[src/rtl/data_obi_initiator.sv]
// Bench-side OBI data requester: one address phase at a time, in-order tracking of
// granted transactions, response pulses paired with request metadata, sticky error flags.
module data_obi_initiator #(
  parameter int DW        = 65,
  parameter int MAX_OUTST = 2,
  parameter int TIMEOUT   = 64
) (
  input  logic          clk,
  input  logic          rst_n,
  input  logic          cmd_valid,
  output logic          cmd_ready,
  input  logic          cmd_we,
  input  logic [3:0]    cmd_be,
  input  logic          cmd_is_cap,
  input  logic [31:0]   cmd_addr,
  input  logic [DW-1:0] cmd_wdata,
  input  logic [7:0]    cmd_flag,
  output logic          data_req,
  output logic          data_we,
  output logic [3:0]    data_be,
  output logic          data_is_cap,
  output logic [31:0]   data_addr,
  output logic [DW-1:0] data_wdata,
  output logic [7:0]    data_flag,
  input  logic          data_gnt,
  input  logic          data_rvalid,
  input  logic [DW-1:0] data_rdata,
  input  logic          data_err,
  output logic          resp_valid,
  output logic [DW-1:0] resp_rdata,
  output logic          resp_err,
  output logic          resp_we,
  output logic [31:0]   resp_addr,
  output logic [2:0]    outst_cnt,
  output logic          proto_err,
  output logic          timeout_err
);

  localparam int PW = (MAX_OUTST > 1) ? $clog2(MAX_OUTST) : 1;
  localparam int TW = $clog2(TIMEOUT + 1);
  localparam logic [PW-1:0] LAST = PW'(MAX_OUTST - 1);
  localparam logic [2:0]    MAXC = 3'(MAX_OUTST);
  localparam logic [TW-1:0] TMAX = TW'(TIMEOUT);

  logic          r_fifo_we   [2**PW];
  logic [31:0]   r_fifo_addr [2**PW];
  logic [PW-1:0] r_wptr;
  logic [PW-1:0] r_rptr;
  logic [TW-1:0] r_tmo;

  logic w_accept;
  logic w_hs;
  logic w_pop;
  logic w_orphan;

  function automatic logic [PW-1:0] f_inc(input logic [PW-1:0] p);
    return (p == LAST) ? '0 : p + 1'b1;
  endfunction

  assign cmd_ready = ~data_req & (outst_cnt < MAXC);
  assign w_accept  = cmd_valid & cmd_ready;
  assign w_hs      = data_req & data_gnt;
  // Occupancy is sampled before any same-cycle grant, so a pop only hits an existing entry.
  assign w_pop     = data_rvalid & (outst_cnt != 3'd0);
  assign w_orphan  = data_rvalid & (outst_cnt == 3'd0);

  always_ff @(posedge clk or negedge rst_n) begin
    if (!rst_n) begin
      data_req    <= 1'b0;
      data_we     <= 1'b0;
      data_be     <= '0;
      data_is_cap <= 1'b0;
      data_addr   <= '0;
      data_wdata  <= '0;
      data_flag   <= '0;
    end else if (w_accept) begin
      data_req    <= 1'b1;
      data_we     <= cmd_we;
      data_be     <= cmd_be;
      data_is_cap <= cmd_is_cap;
      data_addr   <= cmd_addr;
      data_wdata  <= cmd_wdata;
      data_flag   <= cmd_flag;
    end else if (w_hs) begin
      data_req    <= 1'b0;
    end
  end

  always_ff @(posedge clk) begin
    if (w_hs) begin
      r_fifo_we[r_wptr]   <= data_we;
      r_fifo_addr[r_wptr] <= data_addr;
    end
  end

  always_ff @(posedge clk or negedge rst_n) begin
    if (!rst_n) begin
      r_wptr    <= '0;
      r_rptr    <= '0;
      outst_cnt <= '0;
    end else begin
      if (w_hs)  r_wptr <= f_inc(r_wptr);
      if (w_pop) r_rptr <= f_inc(r_rptr);
      case ({w_hs, w_pop})
        2'b10:   outst_cnt <= outst_cnt + 3'd1;
        2'b01:   outst_cnt <= outst_cnt - 3'd1;
        default: outst_cnt <= outst_cnt;
      endcase
    end
  end

  always_ff @(posedge clk or negedge rst_n) begin
    if (!rst_n) begin
      resp_valid <= 1'b0;
      resp_rdata <= '0;
      resp_err   <= 1'b0;
      resp_we    <= 1'b0;
      resp_addr  <= '0;
    end else begin
      resp_valid <= w_pop;
      if (w_pop) begin
        resp_rdata <= data_rdata;
        resp_err   <= data_err;
        resp_we    <= r_fifo_we[r_rptr];
        resp_addr  <= r_fifo_addr[r_rptr];
      end
    end
  end

  // Watchdog saturates at TIMEOUT; both error flags are sticky until reset.
  always_ff @(posedge clk or negedge rst_n) begin
    if (!rst_n) begin
      r_tmo       <= '0;
      proto_err   <= 1'b0;
      timeout_err <= 1'b0;
    end else begin
      if (w_orphan) proto_err <= 1'b1;
      if (data_rvalid || (outst_cnt == 3'd0)) begin
        r_tmo <= '0;
      end else if (r_tmo != TMAX) begin
        r_tmo <= r_tmo + 1'b1;
        if (r_tmo == TMAX - 1'b1) timeout_err <= 1'b1;
      end
    end
  end

endmodule
[config.mk]
export PLATFORM = sky130hd
export DESIGN_NAME = data_obi_initiator
export DESIGN_NICKNAME = d
export VERILOG_FILES = /design/src/rtl/data_obi_initiator.sv
export SDC_FILE = /design/constraint.sdc
export NUM_CORES = 1
export LEC_CHECK = 0
export BUFFER_PORTS_ARGS = -buffer_cell sky130_fd_sc_hd__buf_4
export CORE_AREA = 2 2 153 155
export DETAILED_ROUTE_END_ITERATION = 10
export DIE_AREA = 0 0 155 157
export GPL_TIMING_DRIVEN = 1
export HOLD_SLACK_MARGIN = 0.06
export PLACE_DENSITY_LB_ADDON = 0.2
export SKIP_LAST_GASP = 1
export SYNTH_ARGS = -nofsm -noshare
export SYNTH_HDL_FRONTEND = slang
export SYNTH_SLANG_ARGS = --single-unit
export TNS_END_PERCENT = 100
[constraint.sdc]
create_clock -name clk -period 3.29 [get_ports clk]
set_input_delay 0.1645 -clock clk [delete_from_list [all_inputs] [get_ports clk]]
set_output_delay 0.1645 -clock clk [all_outputs]
set_load 0.05 [all_outputs]
---- After elaboration in Yosys (flattened, before gate mapping) ----
Memories as Yosys holds them, arrays and structs flattened. A register that Yosys moved wholly into a read port is not among the register bits.
Cells that the tools add are included.
operators by class
  add/sub/neg operators ................... 5
  $lt $le $gt $ge ......................... 1
  equality and inequality tests ........... 4
  muxes and demuxes ....................... 9
  bitwise gates (word level) .............. 7
  reduce and logical (&&, ||, !) cells .... 9
operator list
  cell                                                                  count
  7-bit 2-to-1 mux                                                      2
  7-bit by 1-bit adder with 7-bit output, second input constant         1
  7-bit by 6-bit == test with 1-bit output, second input constant       1
  7-bit != test, second input constant                                  1
  1-bit 2-to-1 mux                                                      6
  3-bit one-hot mux with 2 select lines                                 1
  2-bit nonzero test                                                    3
  1-bit bitwise AND                                                     5
  3-bit by 1-bit adder with 3-bit output, second input constant         1
  3-bit zero test                                                       1
  3-bit by 2-bit < comparator with 1-bit output, second input constant  1
  3-bit AND reduction                                                   1
  3-bit nonzero test                                                    1
  3-bit by 1-bit subtractor with 3-bit output, second input constant    1
  1-bit adder, second input constant                                    2
  2-bit by 1-bit == test with 1-bit output, second input constant       1
  2-bit == test, second input constant                                  1
  1-bit zero test                                                       2
  1-bit inverter                                                        2
  1-bit logical OR                                                      1
storage, ports and cells
  bits in registers ....................... 193
  RAM bits ................................ 66
  bits of input ports ..................... 182
  word-level logic and storage cells ...... 53
  memories ................................ 2
memories
  memory       depth  width  read ports  clocked after memory_dff  write ports  RTL line  text
  r_fifo_addr  2      32     1           1                         1            46        logic [31:0] r_fifo_addr [2**PW];
  r_fifo_we    2      1      1           1                         1            45        logic r_fifo_we [2**PW];

---- Longest topological paths before layout ----
Gate-level depths: netlist of run 1.
  depth in word-level cells ............... 4
  gate-level depth with buffers ........... 10

---- Least setup slack after synthesis of run 1 ----
OpenSTA, ideal clock, no wires.
  path type ............................... reg2reg
  from .................................... register data_req
  to ...................................... memory r_fifo_addr[0][0] (enable)
  library setup time ...................... 0.423 ns
  arrival time ............................ 2.284 ns
  required time ........................... 2.867 ns
  path slack .............................. 0.582 ns
  stages on the path, launching flop included .. 3
  period minus slack after synthesis ...... 2.708 ns
  path through ............................ dfrtp_1 > nand2_1 > nor2_1
on the way
  cells in the longest elaborated chain, start to end .. 3
ends and longest elaborated chain
  item                                    RTL line  text
  from (decl)                             18        output logic data_req,
  from (signal assigned)                  69        data_req <= 1'b0;
  from (signal assigned)                  77        data_req <= 1'b1;
  from (signal assigned)                  85        data_req <= 1'b0;
  1-bit bitwise AND                       62        assign w_hs = data_req & data_gnt;
  1-bit 2-to-1 mux                        90        if (w_hs) begin
  1-bit 2-to-1 mux (not written as such)  92        r_fifo_addr[r_wptr] <= data_addr;
  to (decl)                               46
No other way between the ends.

---- Final worst setup path of run 1 ----
  from .................................... register outst_cnt[2]
  to ...................................... register resp_rdata[7]
on the way
  cells in the longest elaborated chain, start to end .. 2
ends and longest elaborated chain
  item                    RTL line  text
  from (decl)             34        output logic [2:0] outst_cnt,
  from (signal assigned)  105       2'b10: outst_cnt <= outst_cnt + 3'd1;
  from (signal assigned)  106       2'b01: outst_cnt <= outst_cnt - 3'd1;
  from (signal assigned)  107       default: outst_cnt <= outst_cnt;
  3-bit nonzero test      64        assign w_pop = data_rvalid & (outst_cnt != 3'd0);
  1-bit bitwise AND       64
  to (signal assigned)    122       resp_rdata <= data_rdata;
  to (decl)               30        output logic [DW-1:0] resp_rdata,
No other way between the ends.
A chain may end at the register's enable or synchronous reset.

==> results of run 1 <==
-- sequential cells by signal (all words and copies together) (netlist names), 2 cells and up --
name         count
r_fifo_we        2
data_flag        8
r_fifo_addr     64
data_wdata      65
data_addr       32
outst_cnt        3
r_tmo            7
data_be          4
resp_rdata      65
resp_addr       32
-- worst min-delay path: cells and delay by family --
kind / cells / cell delay (ns)
buffers and inverters: 1 / 0.08
multiplexers: 1 / 0.16
AND/OR/NAND/NOR: 1 / 0.20
-- final timing paths --
kind / startpoint / endpoint
min in group asynchronous: rst_n / resp_rdata[15]$_DFFE_PN0P_
worst min-delay path: cmd_valid / data_addr[2]$_DFFE_PN0P_
worst max register to register: outst_cnt[2]$_DFFE_PN0P_ / resp_rdata[7]$_DFFE_PN0P_
max in group asynchronous: rst_n / data_wdata[1]$_DFFE_PN0P_
worst min register to register: resp_addr[20]$_DFFE_PN0P_ / resp_addr[20]$_DFFE_PN0P_
worst max-delay path: outst_cnt[2]$_DFFE_PN0P_ / resp_rdata[7]$_DFFE_PN0P_
-- cell type report --
cell class              instances  area share
diodes                          1    0.000145
clock buffers                  32      0.0457
clock inverters                22      0.0170
inverters                       8     0.00174
multi-input cells             325       0.189
flip-flops and latches        292       0.442
well taps                     285      0.0206
repair buffers                585       0.284
-- power groups by stage --
| stage | sequential [W] | clock [W] | combinational, W |
|---|---|---|---|
| 2_1_floorplan | 0.0104 | 0 | 0.00257 |
| 3_3_place_gp | 0.00625 | 0 | 0.00946 |
| 6_report | 0.00630 | 0.00367 | 0.00977 |
| 5_1_grt | 0.00649 | 0.00391 | 0.0101 |
| 3_5_place_dp | 0.00629 | 0 | 0.00958 |
| 4_1_cts | 0.00627 | 0.00374 | 0.00977 |
-- cells by family after synthesis --
| family | after synthesis | synth area share |
|---|---|---|
| AOI/OAI and AO/OA | 47 | 0.0236 |
| xor gates and xnor gates | 7 | 0.00546 |
| adders and majority gates | 4 | 0.00513 |
| buffers and inverters | 40 | 0.0302 |
| DFF | 292 | 0.680 |
| muxes | 210 | 0.233 |
| and+or+nand+nor | 57 | 0.0223 |
-- through the flow --
step                power (W)  hold slack (ns)
floorplan              0.0130           -0.131
global placement       0.0157            0.308
detailed placement     0.0159            0.308
CTS                    0.0198           0.0805
global route           0.0205           0.0975
finish                 0.0197            0.105
-- Yosys cell counts, drive strengths merged --
| master | n |
|---|---|
| a21o | 2 |
| a21oi | 4 |
| a311o | 1 |
| a31oi | 1 |
| and2 | 1 |
| and3 | 1 |
| buf | 28 |
| clkbuf | 4 |
| dfrtp | 226 |
| edfxtp | 66 |
| fa | 1 |
| ha | 3 |
| inv | 8 |
| mux2 | 177 |
| mux2i | 33 |
| nand2 | 39 |
| nand3 | 2 |
| nor2 | 4 |
| nor3 | 4 |
| nor4 | 1 |
| o21ai | 37 |
| o21bai | 1 |
| o31ai | 1 |
| or2 | 1 |
| or3 | 3 |
| or4 | 1 |
| xnor2 | 3 |
| xor2 | 4 |
-- repair_timing --
action | CTS | global route
hold buffers | 181 | 0
hold endpoints to repair | 297 | 0
setup endpoints to repair | 0 | 0
-- per-layer routing --
layer	vias up	share of wire	track usage
met5	-	0	0
met4	0	0.022	0.0692
met3	43	0.076	0.0614
met2	295	0.53	0.433
met1	3722	0.37	0.270
li1	3512	-	-
==> flow_metrics.py, run 1 <==
metrics = {
    "placed_design": {
        "post_dp_cell_area_um2": 14400,
        "dp_hpwl_um": 17400,
        "gp_congestion": 0.750,
        "io_buffers": 399,
        "dp_cells": 1314,
        "place_ws_ns": 1.42,
    },
    "setup_path": {
        "crit_type": "register to register",
        "cp_num_buf_inv": 1,
        "rr_worst_depth": 3,
        "crit_path_max_incr_delay_ns": 0.51,
        "critPathRequiredTime_ns": 3.71,
        "cp.depth": 3,
        "path_cells": "o31ai_4, buf_12, mux2_2",
        "reg2reg_setup_slack_ns": 1.40,
        "worst_setup_path_start_kind": "register",
        "crit_path_end_kind": "register",
        "critPathTopFamily": "buffers and inverters",
        "crit_slowest_cell": "buf_12",
        "arrival_ns": 2.31,
        "cp_max_fo": 133,
    },
    "power": {
        "pwr-share-comb": 0.495,
        "power_frac_clock": 0.186,
        "power.leakage_nw": 7.96,
        "switchingPower_w": 0.00870,
        "pwr_density_cell_nw_per_um2": 1140,
        "switching_share": 0.440,
        "p_int_w": 0.0110,
        "peakVddDrop_v": 0.000950,
        "pwr-share-seq": 0.319,
    },
    "drt": {
        "ant_nets": 0,
        "vias": 7572,
        "vias_per_cell": 4.89,
        "drt-pass1-iter-count": 4,
        "drt-total-wl_um": 29300,
        "wire_per_inst_um": 18.9,
        "remaining_drc_errors": 0,
        "drt-initial-drc-count": 333,
    },
    "timing": {
        "timing.final.ws_setup_ns": 1.40,
        "finalMaxSlewViolations": 0,
        "hold_violations": 0,
        "slew_headroom": 0.273,
        "min_period_ns": 1.89,
        "rsz0062_at_grt": "no",
        "fin_skew_ns": 0.0201,
        "tightest_slew_ns": 1.09,
        "period_share": 0.575,
        "tns_ns": 0,
        "clock.fmax_mhz": 529,
        "setup_viol": 0,
    },
    "synth": {
        "synth_top_cell_area_share": 0.504,
        "yosys_warnings": 0,
        "yosysSeqAreaShare": 0.680,
        "synthTopCellsByArea": "dfrtp_1, edfxtp_1, mux2_4",
        "synth.largest_area_cell": "dfrtp_1",
        "syn_nets": 843,
        "syn-mean-instance-area_um2": 17.1,
        "synthCells": 657,
        "netlist_area_um2": 11200,
        "ys_ff_latch": 292,
        "synth_cell_type_count": 33,
    },
    "hold_path": {
        "hold_depth": 3,
        "hold_path_class": "input pin to register",
    },
    "die": {
        "io_pins": 400,
        "core_area_um2": 22500,
        "rows": 55,
        "dieHeight_um": 157,
        "die_area_um2": 24300,
        "die_w_um": 155,
        "initial_core_util": 0.499,
    },
    "layout": {
        "instances_no_fill": 1550,
        "num-nets-final": 1427,
        "final_cell_mix": "buf_4, dfrtp_1, dlygate4sd3_1",
        "regArea_um2": 7640,
        "drive_gt1_frac": 0.506,
        "area_growth_pct": 53.9,
        "final_common_cell": "buf_4",
        "stdcell_area_um2": 17300,
        "multi_input_area_um2": 3260,
        "num-fill-cells": 1260,
        "utilization": 0.768,
    },
    "clock_tree": {
        "clk_pin_slew_worst_paths_ns": 0.07,
        "cts.sinks": 292,
        "cts_setup_buffers": 0,
        "cts_resized": 0,
        "htreeDepth": 1,
        "cts.path.max_buffers": 3,
        "root_buffer": "clkbuf_16",
        "cts_tree": "built",
        "cts-buffers-inserted": 29,
        "clk_latency_ns": 0.54,
    },
    "grt": {
        "grt_pass1_wl_um": 44900,
        "grt_pass1_vias": 8268,
        "antenna_found_initial": 1,
        "grt_max_degree": 134,
        "overflow": 0,
        "grt_usage": 0.235,
    },
    "run": {
        "cap_violations": 0,
    },
    "status": {
        "status": "complete, no violations",
    },
}
(Power assumes the default switching activity.)
==> run 2: changes to the inputs <==
clock period = 1.8 ns   (was 3.29 ns; I/O delays follow)
==> run 2 against run 1 <==
Against the previous run:
- sequential power increased by 83%
- register-to-register slack got worse by 1.3 ns
- via count increased by 2.2%
- worst hold slack improved by 0.042 ns
- utilization increased by 1.6 points
- critical path depth increased by 1
- setup slack got worse by 1.3 ns
- first-iteration DRC count decreased by 11%
==> flow_metrics.py, run 2 (synthesis gave the netlist of run 1 again) <==
metrics = {
    "status": {
        "status": "complete, no violations",
    },
    "timing": {
        "rsz0062_at_grt": "yes",
        "fin_skew_ns": 0.0159,
        "setup_viol": 0,
        "min_period_ns": 1.75,
        "clock.fmax_mhz": 571,
        "tns_ns": 0,
        "timing.final.ws_setup_ns": 0.0499,
        "tightest_slew_ns": 0.389,
        "finalMaxSlewViolations": 0,
        "period_share": 0.972,
        "hold_violations": 0,
        "slew_headroom": 0.741,
    },
    "placed_design": {
        "dp_hpwl_um": 18600,
        "gp_congestion": 0.768,
        "io_buffers": 399,
        "post_dp_cell_area_um2": 14700,
        "place_ws_ns": 0.0618,
    },
    "clock_tree": {
        "cts.path.max_buffers": 3,
        "cts_tree": "built",
        "clk_latency_ns": 0.54,
        "root_buffer": "clkbuf_16",
        "cts-buffers-inserted": 31,
        "clk_pin_slew_worst_paths_ns": 0.06,
        "htreeDepth": 1,
        "cts_setup_buffers": 0,
        "cts.sinks": 292,
    },
    "die": {
        "core_area_um2": 22500,
        "io_pins": 400,
        "rows": 55,
        "die_w_um": 155,
        "dieHeight_um": 157,
        "initial_core_util": 0.499,
        "die_area_um2": 24300,
    },
    "layout": {
        "num-nets-final": 1452,
        "drive_gt1_frac": 0.517,
        "utilization": 0.784,
        "stdcell_area_um2": 17600,
        "num-fill-cells": 1228,
        "final_common_cell": "buf_4",
        "area_growth_pct": 57.1,
        "reg_top3": "data_wdata: 65 flops, resp_rdata: 65 flops, r_fifo_addr: 64 flops",
        "final_cell_mix": "buf_4, dfrtp_1, dlygate4sd3_1",
    },
    "power": {
        "power_frac_clock": 0.180,
        "switching_share": 0.442,
        "pwr_density_cell_nw_per_um2": 2080,
        "peakVddDrop_v": 0.00146,
        "power.leakage_nw": 8.11,
        "p_int_w": 0.0204,
        "pwr-share-seq": 0.313,
        "pwr-share-comb": 0.508,
        "switchingPower_w": 0.0162,
    },
    "setup_path": {
        "crit_type": "register to register",
        "critPathRequiredTime_ns": 2.21,
        "crit_path_max_incr_delay_ns": 0.52,
        "cp_max_fo": 21,
        "path_cells": "o31ai_4, buf_4, buf_12, mux2_2",
        "crit_path_end_kind": "register",
        "critPathTopFamily": "flip-flops",
        "worst_setup_path_start_kind": "register",
        "cp_num_buf_inv": 2,
        "crit_slowest_cell": "dfrtp_4",
        "arrival_ns": 2.16,
    },
    "drt": {
        "wire_per_inst_um": 19.6,
        "remaining_drc_errors": 0,
        "drt-total-wl_um": 31000,
        "drt-initial-drc-count": 298,
        "drt-pass1-iter-count": 4,
        "vias": 7740,
        "ant_nets": 0,
        "vias_per_cell": 4.90,
    },
    "grt": {
        "grt_usage": 0.248,
        "overflow": 0,
        "grt_pass1_wl_um": 46900,
        "grt_pass1_vias": 8500,
        "grt_max_degree": 61,
        "antenna_found_initial": 0,
    },
    "run": {
        "cap_violations": 0,
    },
    "hold_path": {
        "hold_path_class": "input pin to register",
    },
}
==> run 2: worst min-delay path, cell delays in order <==
cell and delay (ns):
buf_4 0.08, and2_4 0.17, buf_12 0.15, mux2_4 0.15
==> run 2: final cells by class <==
class	instances	area, µm²	area share
Clock buffer	47	906	0.0513
Timing Repair Buffer	608	5240	0.297
Sequential cell	292	7650	0.434
Inverter	8	32.5	0.00184
Tap cell	285	357	0.0202
Multi-Input combinational cell	325	3290	0.186
Antenna cell	2	5.00	0.000284
Clock inverter	11	165	0.00936
==> run 2: power by group through the flow <==
stage,Clock (W),Combinational (W),Sequential (W)
global route,0.00696,0.0193,0.0117
finish,0.00658,0.0186,0.0115
detailed placement,0,0.0181,0.0114
global placement,0,0.0179,0.0113
floorplan,0,0.00477,0.0190
CTS,0.00670,0.0185,0.0114
==> run 2: routing by layer <==
layer / GRT usage / part of all wire / up-vias
met4: 0.0882 / 0.031 / 0
met3: 0.0570 / 0.068 / 64
met1: 0.288 / 0.37 / 3804
li1: - / - / 3555
met5: 0 / 0 / -
met2: 0.450 / 0.53 / 317
==> run 2: timing repair <==
item                       in CTS  in global routing
setup endpoints to repair       0                 21
hold endpoints to repair      417                  0
gates resized for setup         0                  1
hold buffers                  182                  0
==> run 2: worst paths after layout <==
kind                            slack, ns                      start                    endpoint  cells past startpoint
worst max-delay path                 0.05   outst_cnt[2]$_DFFE_PN0P_  resp_rdata[11]$_DFFE_PN0P_                      4
min in group asynchronous            0.60                      rst_n   resp_addr[21]$_DFFE_PN0P_                      3
max in group asynchronous            0.27                      rst_n   resp_addr[17]$_DFFE_PN0P_                      4
worst max register to register       0.05   outst_cnt[2]$_DFFE_PN0P_  resp_rdata[11]$_DFFE_PN0P_                      4
worst min register to register       0.48  resp_addr[30]$_DFFE_PN0P_   resp_addr[30]$_DFFE_PN0P_                      2
worst min-delay path                 0.15                  cmd_valid   data_wdata[1]$_DFFE_PN0P_                      4
==> run 2: stage by stage <==
step | total power [W] | hold WS, ns | cells
after floorplan | 0.0238 | -0.206 | 657
after global placement | 0.0292 | 0.0257 | 1336
after detailed placement | 0.0295 | 0.0254 | 1336
after CTS | 0.0365 | 0.116 | 1576
after global routing | 0.0380 | 0.139 | 1576
final | 0.0366 | 0.147 | 1578
